===== src/rtl/px_stream_tx.sv =====
// Programmable pixel-stream source: frame/line timing (vstr/hstr/href/hend/vend)
// plus synthetic pattern data. All outputs are registered from next-state logic.
module px_stream_tx #(
  parameter int DW = 10,
  parameter int CW = 16,
  parameter int FW = 8
) (
  input  logic          clk,
  input  logic          rst,
  input  logic          i_en,
  input  logic [CW-1:0] r_hwin_sz,
  input  logic [CW-1:0] r_vwin_sz,
  input  logic [CW-1:0] r_hblk_sz,
  input  logic [CW-1:0] r_vblk_sz,
  input  logic [FW-1:0] r_frm_num,
  input  logic [1:0]    r_pat_sel,
  input  logic [DW-1:0] r_pat_const,
  output logic          o_vstr,
  output logic          o_vend,
  output logic          o_hstr,
  output logic          o_href,
  output logic          o_hend,
  output logic [DW-1:0] o_data,
  output logic          o_busy,
  output logic          o_frm_done
);

  typedef enum logic [2:0] {
    S_IDLE, S_VSTR, S_HBLK, S_LINE, S_VEND, S_VBLK
  } state_t;

  state_t        state_q, state_d;
  logic [CW-1:0] cnt_q, cnt_d;
  logic [CW-1:0] x_q, x_d;
  logic [CW-1:0] line_q, line_d;
  logic [FW-1:0] frm_q, frm_d;
  logic          cont_q, cont_d;

  logic [CW-1:0] sh_hwin_q, sh_hwin_d;
  logic [CW-1:0] sh_vwin_q, sh_vwin_d;
  logic [CW-1:0] sh_hblk_q, sh_hblk_d;
  logic [CW-1:0] sh_vblk_q, sh_vblk_d;
  logic [FW-1:0] sh_frm_q, sh_frm_d;
  logic [1:0]    sh_pat_q, sh_pat_d;
  logic [DW-1:0] sh_const_q, sh_const_d;

  logic          vstr_q, vstr_d;
  logic          vend_q, vend_d;
  logic          hstr_q, hstr_d;
  logic          href_q, href_d;
  logic          hend_q, hend_d;
  logic [DW-1:0] data_q, data_d;
  logic          busy_q, busy_d;
  logic          done_q, done_d;

  logic [CW-1:0] hblk_eff;
  logic [CW-1:0] xy_sum;
  logic          final_next;

  always_comb begin
    state_d    = state_q;
    cnt_d      = cnt_q;
    x_d        = x_q;
    line_d     = line_q;
    frm_d      = frm_q;
    cont_d     = cont_q;
    sh_hwin_d  = sh_hwin_q;
    sh_vwin_d  = sh_vwin_q;
    sh_hblk_d  = sh_hblk_q;
    sh_vblk_d  = sh_vblk_q;
    sh_frm_d   = sh_frm_q;
    sh_pat_d   = sh_pat_q;
    sh_const_d = sh_const_q;
    done_d     = 1'b0;
    hblk_eff   = (sh_hblk_q == '0) ? CW'(1) : sh_hblk_q;

    unique case (state_q)
      S_IDLE: begin
        if (i_en && (r_hwin_sz != '0) && (r_vwin_sz != '0)) begin
          state_d = S_VSTR;
          frm_d   = '0;
        end
      end
      S_VSTR: begin
        state_d = S_HBLK;
        cnt_d   = '0;
      end
      S_HBLK: begin
        if (cnt_q == hblk_eff - CW'(1)) begin
          cnt_d   = '0;
          x_d     = '0;
          state_d = (line_q == sh_vwin_q) ? S_VEND : S_LINE;
        end else begin
          cnt_d = cnt_q + CW'(1);
        end
      end
      S_LINE: begin
        if (x_q == sh_hwin_q - CW'(1)) begin
          state_d = S_HBLK;
          cnt_d   = '0;
          line_d  = line_q + CW'(1);
        end else begin
          x_d = x_q + CW'(1);
        end
      end
      S_VEND: begin
        if (sh_vblk_q == '0) begin
          state_d = cont_q ? S_VSTR : S_IDLE;
        end else begin
          state_d = S_VBLK;
          cnt_d   = '0;
        end
      end
      S_VBLK: begin
        if (cnt_q == sh_vblk_q - CW'(1)) begin
          state_d = cont_q ? S_VSTR : S_IDLE;
        end else begin
          cnt_d = cnt_q + CW'(1);
        end
      end
      default: state_d = S_IDLE;
    endcase

    if ((state_q == S_HBLK) && (state_d == S_VEND) && (frm_q != '1))
      frm_d = frm_q + FW'(1);

    // Outputs are registered, so the continue/stop decision is taken one cycle
    // early, when the frame's final cycle (last VBLK, or VEND if vblk=0) is entered.
    final_next = ((state_d == S_VEND) && (sh_vblk_q == '0)) ||
                 ((state_d == S_VBLK) && (cnt_d == sh_vblk_q - CW'(1)));
    if (final_next) begin
      cont_d = ((sh_frm_q == '0) || (frm_d < sh_frm_q)) && i_en;
      done_d = !cont_d;
    end

    if (state_d == S_VSTR) begin
      line_d     = '0;
      sh_hwin_d  = r_hwin_sz;
      sh_vwin_d  = r_vwin_sz;
      sh_hblk_d  = r_hblk_sz;
      sh_vblk_d  = r_vblk_sz;
      sh_frm_d   = r_frm_num;
      sh_pat_d   = r_pat_sel;
      sh_const_d = r_pat_const;
    end

    vstr_d = (state_d == S_VSTR);
    vend_d = (state_d == S_VEND);
    href_d = (state_d == S_LINE);
    hstr_d = (state_d == S_LINE) && (x_d == '0);
    hend_d = (state_q == S_LINE) && (state_d == S_HBLK);
    busy_d = (state_d != S_IDLE);

    xy_sum = x_d + line_d;
    data_d = '0;
    if (state_d == S_LINE) begin
      unique case (sh_pat_q)
        2'd0:    data_d = DW'(x_d);
        2'd1:    data_d = DW'(line_d);
        2'd2:    data_d = DW'(xy_sum);
        default: data_d = sh_const_q;
      endcase
    end
  end

  always_ff @(posedge clk) begin
    if (rst) begin
      state_q    <= S_IDLE;
      cnt_q      <= '0;
      x_q        <= '0;
      line_q     <= '0;
      frm_q      <= '0;
      cont_q     <= 1'b0;
      sh_hwin_q  <= '0;
      sh_vwin_q  <= '0;
      sh_hblk_q  <= '0;
      sh_vblk_q  <= '0;
      sh_frm_q   <= '0;
      sh_pat_q   <= '0;
      sh_const_q <= '0;
      vstr_q     <= 1'b0;
      vend_q     <= 1'b0;
      hstr_q     <= 1'b0;
      href_q     <= 1'b0;
      hend_q     <= 1'b0;
      data_q     <= '0;
      busy_q     <= 1'b0;
      done_q     <= 1'b0;
    end else begin
      state_q    <= state_d;
      cnt_q      <= cnt_d;
      x_q        <= x_d;
      line_q     <= line_d;
      frm_q      <= frm_d;
      cont_q     <= cont_d;
      sh_hwin_q  <= sh_hwin_d;
      sh_vwin_q  <= sh_vwin_d;
      sh_hblk_q  <= sh_hblk_d;
      sh_vblk_q  <= sh_vblk_d;
      sh_frm_q   <= sh_frm_d;
      sh_pat_q   <= sh_pat_d;
      sh_const_q <= sh_const_d;
      vstr_q     <= vstr_d;
      vend_q     <= vend_d;
      hstr_q     <= hstr_d;
      href_q     <= href_d;
      hend_q     <= hend_d;
      data_q     <= data_d;
      busy_q     <= busy_d;
      done_q     <= done_d;
    end
  end

  assign o_vstr     = vstr_q;
  assign o_vend     = vend_q;
  assign o_hstr     = hstr_q;
  assign o_href     = href_q;
  assign o_hend     = hend_q;
  assign o_data     = data_q;
  assign o_busy     = busy_q;
  assign o_frm_done = done_q;

endmodule


===== config.mk =====
export PLATFORM = sky130hd
export DESIGN_NAME = px_stream_tx
export DESIGN_NICKNAME = d
export VERILOG_FILES = /design/src/rtl/px_stream_tx.sv
export SDC_FILE = /design/constraint.sdc
export NUM_CORES = 1
export LEC_CHECK = 0
export BUFFER_PORTS_ARGS = -buffer_cell sky130_fd_sc_hd__clkbuf_2
export CORE_ASPECT_RATIO = 0.8
export CORE_MARGIN = 3
export CORE_UTILIZATION = 40
export DETAILED_ROUTE_END_ITERATION = 12
export HOLD_SLACK_MARGIN = 0.08
export PLACE_DENSITY = 0.65
export SYNTH_ARGS = -nofsm -noshare
export SYNTH_HDL_FRONTEND = slang
export SYNTH_SLANG_ARGS = --single-unit

===== constraint.sdc =====
create_clock -name clk -period 7.2 [get_ports clk]
set_input_delay 1.08 -clock clk [delete_from_list [all_inputs] [get_ports clk]]
set_output_delay 1.08 -clock clk [all_outputs]
set_load 0.01 [all_outputs]

==> results of run 1 <==
==> placed cells by master (no fill, tap or decap), types with 5 or more instances in the layout <==
cell and instances:
xnor2_1 78, inv_1 40, clkbuf_16 17, nor4_1 21, nand2b_1 11, or4_1 9, nor2b_1 22, a22oi_1 5
and4_1 7, nor3_1 24, nor2_1 186, nor4b_1 5, mux2i_1 51, xor2_1 40, a2111oi_0 5, nand2_1 138
a211oi_1 19, a21oi_1 92, buf_4 10, ha_1 26, a31oi_1 11, nand4_1 33, o21ai_0 34, a21o_1 5
or2_2 10, and3_1 25, and2_1 7, dfxtp_1 161, nor3b_1 6, nand3b_1 5, clkbuf_2 102, or3_1 9
nand3_1 28, o21ai_1 5
==> power by group through the flow <==
stage	clock, mW	combinational (mW)	sequential, mW
finish	0.904	0.510	0.986
floorplan	0	0.401	0.975
global route	0.957	0.562	0.992
global placement	0	0.497	1.00
detailed placement	0	0.500	1.00
CTS	0.924	0.504	0.985
==> worst max-delay path: stages (launching register included) <==
cell and delay [ps]:
dfxtp_1 360, nor3_1 590, and4_1 350, a21oi_1 90, ha_1 260, nor3b_1 210, a2111oi_0 480, a21oi_1 80
or4_4 510, nor4_4 530, nand3_1 140, a21o_1 260, nor3_1 480, and4_1 340, nand3_1 110, nand3_1 90
o21ai_1 100, ha_1 300, a21o_1 180, a21o_1 170, a21oi_1 120, o21ai_0 80, a21oi_1 220, mux2i_1 100
nor2_1 80
==> metal layers <==
metal	global-route usage	up-vias
met3	0.0439	34
li1	-	4722
met1	0.313	4406
met4	0.0566	0
met2	0.296	310
met5	0	-
==> registers in the layout, indices dropped and copies added, names as in the netlist <==
signal	count
cnt_q	16
cont_q	1
frm_q	8
line_q	16
o_busy	1
o_data	10
o_frm_done	1
o_hend	1
o_href	1
o_hstr	1
o_vend	1
o_vstr	1
sh_const_q	10
sh_frm_q	8
sh_hblk_q	16
sh_hwin_q	16
sh_pat_q	2
sh_vblk_q	16
sh_vwin_q	16
state_q	3
x_q	16
==> cells by family after synthesis <==
group                      Yosys count  share of synthesized area
and+or+nand+nor                    569                      0.279
adders and majority gates           26                     0.0318
muxes                               55                     0.0554
AOI/OAI and AO/OA                  250                      0.163
xor gates and xnor gates           121                      0.108
buffers and inverters              121                     0.0472
DFF                                161                      0.315
==> stage by stage <==
stage                     instance area [µm²]  instances  hold WS [ps]  setup WS [ps]   util
final                                   11500       1684           473            903  0.463
after detailed placement                10900       1652           463           1000  0.440
after global placement                  10900       1652           461           1130  0.440
after CTS                               11500       1684           478            955  0.463
after global routing                    11500       1684           493            351  0.463
after floorplan                         10200       1303           449           1860      -
==> worst max path at each step <==
stage	from	end	slack, ps	cells after the start
4_1_cts	sh_hblk_q[6]$_SDFFE_PP0P_	cont_q$_SDFFE_PP0N_	960	24
3_3_place_gp	sh_hblk_q[6]$_SDFFE_PP0P_	cont_q$_SDFFE_PP0N_	1130	24
3_5_place_dp	sh_hblk_q[6]$_SDFFE_PP0P_	cont_q$_SDFFE_PP0N_	1000	24
6_report	sh_hblk_q[6]$_SDFFE_PP0P_	cont_q$_SDFFE_PP0N_	900	24
2_1_floorplan	sh_hblk_q[6]$_SDFFE_PP0P_	cont_q$_SDFFE_PP0N_	1860	24
5_1_grt	sh_hblk_q[6]$_SDFFE_PP0P_	cont_q$_SDFFE_PP0N_	350	24
==> final cells by class <==
| type | count | area (µm²) | area share |
|---|---|---|---|
| multi-input cells | 1021 | 6530 | 0.570 |
| flip-flops and latches | 161 | 3220 | 0.281 |
| repair buffers | 112 | 586 | 0.0511 |
| clock buffers | 18 | 429 | 0.0374 |
| well taps | 318 | 398 | 0.0347 |
| inverters | 40 | 150 | 0.0131 |
| clock inverters | 14 | 149 | 0.0130 |
==> out/metrics.cfg, run 1 <==
[cts]
cts-hold-fix-buffers=0
cts_sinks=161
cts-root-buf=clkbuf_16
cts_max_path_buffers=2
path_clk_slew_ps=70
cts_tree=built
insertion_delay_ps=430
post_cts_buffers=0
numCtsBuffers=17
cts_resized=0
htreeDepth=4

[cells_and_area]
area_delta_synth_final_pct=12.2
final_layout_size_suffix_gt1_frac=0.137
fillers=2448
diodes=0
fin_nets=1466

[synth]
synth_commonest_cells=nor2_1, dfxtp_1, nand2_1
ys_seq_elements=161
synthesis.nets=1416
syn_inst=1303
yosysMostFrequentCell=nor2_1
yosysSeqAreaShare=0.315
synth_ff_type=dfxtp_1
syn_avg_cell_area_um2=7.85
syn-cell-area_um2=10200
synth_top_cell_by_area=dfxtp_1
yosysWarnings=0
synth_top_area_share=0.315
synth-edff-count=0
yosys-top-cells-area=dfxtp_1, nor2_1, xnor2_1
ys_async_sr_fraction=0
ys_types=87

[global_routing]
antenna_found_initial=0
grt.overflow.total=0
grt_pass1_vias=8847
grt_max_degree=77
grtUsageTotal=0.207
grt_first_pass_wirelength_um=46200

[die]
die_area_um2=27500
start_util=0.413
io-pin-count=104
rows=51
die_x_um=185
core_um2=24800
die-height_um=149

[worst_setup_path]
setup.reg_to_reg.worst_slack_ps=900
critical_path_arrival_ps=6670
cp-end-kind=flop
critPathKind=flop to flop
reg2reg_depth=24
rr_startpoint=sh_hblk_q[6]$_SDFFE_PP0P_
critical_path.max_fanout=8
timing.rr.end=cont_q$_SDFFE_PP0N_
cp_data_required_time_ps=7570
cp-start-kind=flop

[min_path]
whs_endpoint=sh_vwin_q[7]$_SDFFE_PP0P_
hold_path_class=flop to flop
min-delay-start=sh_vwin_q[7]$_SDFFE_PP0P_
hold_depth=2

[timing]
fin_skew_ps=13.0
fin_crit_ps=6300
worst_pin_slew_ps=954
fin_crit_sh=0.875
tns_ps=0
drv_slew=0
setup_viol=0
rsz0062_at_grt=no
final_hold_viol_count=0
fmax_mhz=159
max_slew_margin=0.364

[routing]
wl_met3_um=2000
finalWirelength_um=28500
viasPerCell=5.62
drc=0
first_pass_iters=5
wl_per_cell_um=16.9
wirelength_met1_um=14400
wl_met2_um=11700
drt_iter0_drc=872
num_vias=9472
antenna_left=0
routed.top_layer=met4

[power]
power_frac_comb=0.212
power_mw=2.40
p_leak_nw=4.66
seq_power_share=0.411
power.clock.fraction=0.377
p_per_area_nw_per_um2=209
swShare=0.320
power_switching_uw=769
internal_power_mw=1.63
vdd.ir_drop.worst_mv=0.176

[place]
gp_congestion=0.909
io_buffers=103
hpwlAfterDp_um=21100

[flow_run]
max-cap-violations=0

[status]
outcome=completed

No activity file was read; power rests on OpenSTA's default activity.
==> inputs of run 2 (changes only) <==
--- a/config.mk
+++ b/config.mk
@@ -5,6 +5,7 @@
 export SDC_FILE = /design/constraint.sdc
 export NUM_CORES = 1
 export LEC_CHECK = 0
+export ABC_AREA = 1
 export BUFFER_PORTS_ARGS = -buffer_cell sky130_fd_sc_hd__clkbuf_2
 export CORE_ASPECT_RATIO = 0.8
 export CORE_MARGIN = 3
==> run 2 against run 1 <==
Sequential power hardly changed. Via count is 17% higher. Final area is 5.5% higher. Fmax is 29% higher. Utilization is 0.51 points higher. Critical path depth is 7 higher. Critical path type unchanged.
==> out/metrics.cfg, run 2 <==
[cts]
cts_resized=0  ; unchanged
cts_sinks=161  ; unchanged
cts-root-buf=clkbuf_16  ; unchanged
cts-hold-fix-buffers=0  ; unchanged
numCtsBuffers=17  ; unchanged
cts_max_path_buffers=2  ; unchanged
insertion_delay_ps=440  ; was 430 ps
cts_tree=built  ; unchanged
htreeDepth=4  ; unchanged
path_clk_slew_ps=70  ; about the same
post_cts_buffers=0  ; unchanged

[cells_and_area]
seq_area_um2=3220  ; unchanged
fin_cells=2160  ; was 1684
final_layout_size_suffix_gt1_frac=0.121  ; was 0.137
area_delta_synth_final_pct=12.9  ; was 12.2%
diodes=0  ; unchanged
multi_input_area_um2=6430  ; was 6530 µm²
most-common-layout-cells=nand2_1, inv_1, nor2_1, dfxtp_1, nand3_1  ; was nor2_1, dfxtp_1, nand2_1, clkbuf_2, a21oi_1
utilization=0.468  ; was 0.463
fin_nets=1909  ; was 1466
layout_commonest_cell=nand2_1  ; was nor2_1
fin_area_um2=12100  ; was 11500 µm²
fillers=2685  ; was 2448

[timing]
rsz0062_at_grt=no  ; unchanged
fin_skew_ps=13.0  ; about the same
tns_ps=0  ; unchanged
fmax_mhz=204  ; was 159 MHz
hold_ws_ps=470  ; was 473 ps
fin_crit_ps=4900  ; was 6300 ps
max_slew_margin=0.257  ; was 0.364
worst_pin_slew_ps=1100  ; was 954 ps
setup_ws_ps=2300  ; was 903 ps
final_hold_viol_count=0  ; unchanged
setup_viol=0  ; unchanged
drv_slew=0  ; unchanged
fin_crit_sh=0.680  ; was 0.875

[worst_setup_path]
cp_num_buf_inv=5  ; was 0
critical_path.max_fanout=47  ; was 8
timing.rr.end=o_data[9]$_SDFF_PP0_  ; was cont_q$_SDFFE_PP0N_
critPathTopFamily=simple AND/OR/NAND/NOR gates  ; unchanged
critPathKind=flop to flop  ; unchanged
cp-start-kind=flop  ; unchanged
crit_start=sh_hblk_q[4]$_SDFFE_PP0P_  ; was sh_hblk_q[6]$_SDFFE_PP0P_
reg2reg_depth=31  ; was 24
setup.reg_to_reg.worst_slack_ps=2300  ; was 900 ps
cp_slowest_stage_delay_ps=520  ; was 590 ps
worst-path-stages=31  ; was 24
cp_data_required_time_ps=7590  ; was 7570 ps
cp_slowest_cell=buf_4  ; was nor3_1
critical_path_arrival_ps=5280  ; was 6670 ps
cpMostUsedCell=nand2_1  ; was a21oi_1
rr_startpoint=sh_hblk_q[4]$_SDFFE_PP0P_  ; was sh_hblk_q[6]$_SDFFE_PP0P_
cp-end-kind=flop  ; unchanged
crit_end=o_data[9]$_SDFF_PP0_  ; was cont_q$_SDFFE_PP0N_

[place]
place_inst=2128  ; was 1652
placed_cell_area_um2=11500  ; was 10900 µm²
gp_congestion=0.987  ; was 0.909
io_buffers=103  ; unchanged
hpwlAfterDp_um=25600  ; was 21100 µm
place_ws_ps=2380  ; was 1000 ps

[synth]
yosysSeqAreaShare=0.301  ; was 0.315
synthesis.nets=1824  ; was 1416
syn_avg_cell_area_um2=6.26  ; was 7.85 µm²
yosysWarnings=0  ; unchanged
synth-edff-count=0  ; unchanged
ys_types=56  ; was 87
ys_seq_elements=161  ; unchanged
synth_top_area_share=0.301  ; was 0.315
yosys-top-cells-area=dfxtp_1, nand2_1, inv_1  ; was dfxtp_1, nor2_1, xnor2_1
synth_commonest_cells=nand2_1, inv_1, nor2_1  ; was nor2_1, dfxtp_1, nand2_1
ys_async_sr_fraction=0  ; unchanged
syn_inst=1711  ; was 1303
yosysMostFrequentCell=nand2_1  ; was nor2_1
synth_top_cell_by_area=dfxtp_1  ; unchanged
syn-cell-area_um2=10700  ; was 10200 µm²
synth_ff_type=dfxtp_1  ; unchanged

[die]
start_util=0.415  ; was 0.413
io-pin-count=104  ; unchanged
die_x_um=189  ; was 185 µm
rows=52  ; was 51
die-height_um=152  ; was 149 µm
core_um2=25800  ; was 24800 µm²
die_area_um2=28800  ; was 27500 µm²

[routing]
finalWirelength_um=33000  ; was 28500 µm
wl_per_cell_um=15.3  ; was 16.9 µm
drc=0  ; unchanged
first_pass_iters=5  ; unchanged
antenna_left=0  ; unchanged
num_vias=11100  ; was 9472
viasPerCell=5.14  ; was 5.62
drt_iter0_drc=1100  ; was 872

[global_routing]
grtUsageTotal=0.227  ; was 0.207
grt.overflow.total=0  ; unchanged
grt_pass1_vias=10200  ; was 8847
grt_first_pass_wirelength_um=53200  ; was 46200 µm
antenna_found_initial=0  ; unchanged
grt_max_degree=77  ; unchanged

[power]
power_mw=2.64  ; was 2.40 mW
p_leak_nw=5.77  ; was 4.66 nW
vdd.ir_drop.worst_mv=0.172  ; was 0.176 mV
p_per_area_nw_per_um2=218  ; was 209 nW/µm²

[status]
outcome=completed  ; unchanged

[flow_run]
max-cap-violations=0  ; unchanged

[min_path]
min-delay-start=sh_const_q[4]$_SDFFE_PP0P_  ; was sh_vwin_q[7]$_SDFFE_PP0P_
hold_path_class=flop to flop  ; unchanged

## run 2: worst min path at each step
stage	depth (start not counted)	to	slack, ps
after floorplan	2	sh_const_q[0]$_SDFFE_PP0P_	440
after global placement	2	sh_const_q[5]$_SDFFE_PP0P_	460
after detailed placement	2	sh_const_q[8]$_SDFFE_PP0P_	460
after CTS	2	sh_const_q[8]$_SDFFE_PP0P_	470
after global routing	2	sh_const_q[8]$_SDFFE_PP0P_	490
final	2	sh_const_q[4]$_SDFFE_PP0P_	470
## run 2: final cells by class
type | instances | share of cell area
tap | 351 | 0.0363
clock buffer | 19 | 0.0375
clock inverter | 13 | 0.00869
multi-input combinational | 1275 | 0.532
inverter | 230 | 0.0714
sequential | 161 | 0.267
timing repair buffer | 111 | 0.0476
## run 2: power by group
part / switching [mW] / total (mW) / leakage [nW] / internal, mW
clock: 0.416 / 0.881 / 0.257 / 0.465
sequential: 0.0459 / 0.983 / 1.31 / 0.937
combinational: 0.522 / 0.776 / 4.20 / 0.254
## run 2: worst min-delay path, stage by stage (launching register included)
cell     delay (ps)
dfxtp_1         310
nand3_1          70
nand2_1          50
## run 2: logic make-up (layout without fill, tap and decap cells)
kind of cell,count (synthesis),count (layout),synth area share
buffers and inverters,275,373,0.0995
DFF,161,161,0.301
AOI/OAI and AO/OA,203,203,0.106
xor gates and xnor gates,64,64,0.0563
adders and majority gates,26,26,0.0304
and+or+nand+nor,982,982,0.407
## run 2: per-layer routing
layer	track usage	wire, µm	share of wire
met3	0.0448	2210	0.067
met4	0.0493	409	0.012
met5	0	0	0
met1	0.352	17400	0.53
met2	0.322	13000	0.39
==> inputs of run 3 (changes only) <==
--- a/config.mk
+++ b/config.mk
@@ -12,7 +12,7 @@
 export CORE_UTILIZATION = 40
 export DETAILED_ROUTE_END_ITERATION = 12
 export HOLD_SLACK_MARGIN = 0.08
-export PLACE_DENSITY = 0.65
+export PLACE_DENSITY = 0.67
 export SYNTH_ARGS = -nofsm -noshare
 export SYNTH_HDL_FRONTEND = slang
 export SYNTH_SLANG_ARGS = --single-unit
==> constraint.sdc (replaced) <==
create_clock -name clk -period 4.3 [get_ports clk]
set_input_delay 0.645 -clock clk [delete_from_list [all_inputs] [get_ports clk]]
set_output_delay 0.645 -clock clk [all_outputs]
set_load 0.01 [all_outputs]
==> run 3 against run 2 <==
Worst setup slack got worse by 2200 ps. Clock-buffer cell count decreased by 1. First-iteration DRC count decreased by 23%. Register-to-register slack got worse by 2200 ps. Clock power increased by 90%. Routed wire length increased by 1.4%. Combinational power increased by 97%. Final area increased by 7.7%. Via count increased by 2.8%. Sequential power increased by 67%. Largest cell class unchanged.
==> out/metrics.cfg, run 3 (synthesis results as in run 2) <==
[routing]
viasPerCell=5.11  ; was 5.14
drc=0  ; unchanged
drt_iter0_drc=852  ; was 1100
first_pass_iters=6  ; was 5
num_vias=11400  ; was 11100
antenna_left=0  ; unchanged
finalWirelength_um=33500  ; was 33000 µm
wl_per_cell_um=15.0  ; was 15.3 µm

[timing]
max_slew_margin=0.430  ; was 0.257
fin_crit_sh=0.987  ; was 0.680
rsz0062_at_grt=yes  ; was no
fin_skew_ps=18.1  ; was 13.0 ps
setup_ws_ps=54.6  ; was 2300 ps
fin_crit_ps=4250  ; was 4900 ps
drv_slew=0  ; unchanged
setup_viol=0  ; unchanged
hold_ws_ps=389  ; was 470 ps
fmax_mhz=236  ; was 204 MHz
final_hold_viol_count=0  ; unchanged
worst_pin_slew_ps=846  ; was 1100 ps

[cts]
numCtsBuffers=17  ; unchanged
htreeDepth=4  ; unchanged
cts_max_path_buffers=2  ; unchanged
insertion_delay_ps=450  ; was 440 ps
cts-root-buf=clkbuf_16  ; unchanged
cts_tree=built  ; unchanged
path_clk_slew_ps=70  ; about the same
cts-hold-fix-buffers=0  ; unchanged
cts_sinks=161  ; unchanged

[cells_and_area]
area_delta_synth_final_pct=21.6  ; was 12.9%
diodes=0  ; unchanged
fin_nets=1978  ; was 1909
final_layout_size_suffix_gt1_frac=0.186  ; was 0.121
utilization=0.504  ; was 0.468
layout_commonest_cell=nand2_1  ; unchanged
fin_area_um2=13000  ; was 12100 µm²
most-common-layout-cells=nand2_1, inv_1, nor2_1, dfxtp_1, nand3_1  ; unchanged

[die]
die_x_um=189  ; unchanged
core_um2=25800  ; unchanged
rows=52  ; unchanged
die-height_um=152  ; unchanged
die_area_um2=28800  ; unchanged
io-pin-count=104  ; unchanged
start_util=0.415  ; unchanged

[global_routing]
grtUsageTotal=0.227  ; about the same
grt_pass1_vias=10300  ; was 10200
grt_max_degree=74  ; was 77
grt_first_pass_wirelength_um=53400  ; was 53200 µm
grt.overflow.total=0  ; unchanged
antenna_found_initial=0  ; unchanged

[min_path]
hold_path_class=primary input to flop  ; was flop to flop

[worst_setup_path]
cp_num_buf_inv=3  ; was 5
cp-start-kind=flop  ; unchanged
critical_path.max_fanout=4  ; was 47
cp_slowest_stage_delay_ps=330  ; was 520 ps
critPathTopFamily=simple AND/OR/NAND/NOR gates  ; unchanged
critPathKind=flop to flop  ; unchanged
cp_data_required_time_ps=4680  ; was 7590 ps
cp-end-kind=flop  ; unchanged
critical_path_arrival_ps=4630  ; was 5280 ps
cp_slowest_cell=dfxtp_1  ; was buf_4

[power]
p_leak_nw=6.19  ; was 5.77 nW
p_per_area_nw_per_um2=371  ; was 218 nW/µm²
vdd.ir_drop.worst_mv=0.279  ; was 0.172 mV

[status]
outcome=completed  ; unchanged

[place]
place_ws_ps=-111  ; was 2380 ps
gp_congestion=0.953  ; was 0.987
io_buffers=103  ; unchanged
placed_cell_area_um2=12000  ; was 11500 µm²
hpwlAfterDp_um=25500  ; was 25600 µm

[flow_run]
max-cap-violations=0  ; unchanged

## run 3: changes by cell type in the layout (fill, tap and decap cells not counted), sizes merged
cell and change:
buf +69, bufinv +3, clkbuf -1, clkinvlp -5, inv +3
## run 3: per-layer routing
metal	vias up	wire length (µm)	GRT usage	part of all wire
met1	5155	17000	0.356	0.51
met2	390	13500	0.321	0.40
met5	-	0	0	0
li1	5813	-	-	-
met3	43	2490	0.0379	0.074
met4	0	467	0.0493	0.014
## run 3: cell type report
class | count | area (µm²)
Clock buffer | 18 | 439
Clock inverter | 14 | 194
Fill cell | 2628 | 12800
Inverter | 230 | 866
Multi-Input combinational cell | 1275 | 6730
Sequential cell | 161 | 3230
Tap cell | 351 | 439
Timing Repair Buffer | 180 | 1130
## run 3: power by group
| part | switching (mW) | total [mW] | internal (mW) |
|---|---|---|---|
| Combinational | 0.953 | 1.53 | 0.580 |
| Sequential | 0.0679 | 1.64 | 1.57 |
| Clock | 0.716 | 1.67 | 0.951 |
## run 3: through the flow
| stage | power (mW) | cells | TNS (ps) |
|---|---|---|---|
| 6_report | 4.84 | 2229 | 0 |
| 5_1_grt | 5.12 | 2229 | -905 |
| 4_1_cts | 4.75 | 2225 | 0 |
| 3_5_place_dp | 3.04 | 2185 | -210 |
| 3_3_place_gp | 3.03 | 2185 | 0 |
| 2_1_floorplan | 2.61 | 1711 | 0 |
## run 3: worst paths after layout
path,end,depth (start not counted),from,slack (ps)
max,cont_q$_SDFFE_PP0N_,35,sh_hblk_q[6]$_SDFFE_PP0P_,50
min,sh_const_q[6]$_SDFFE_PP0P_,3,r_pat_const[6],390
max reg2reg,cont_q$_SDFFE_PP0N_,35,sh_hblk_q[6]$_SDFFE_PP0P_,50
min reg2reg,sh_const_q[3]$_SDFFE_PP0P_,2,sh_const_q[3]$_SDFFE_PP0P_,470
## run 3: timing repair
item                       in CTS  in global routing
pin swaps                      18                 37
resized for setup              11                 68
setup endpoints to repair       2                 11
buffers inserted                8                  5
## run 3: worst min-delay path: stages
cell,delay [ps]
clkbuf_2,80
nand2_1,40
nand2_1,40
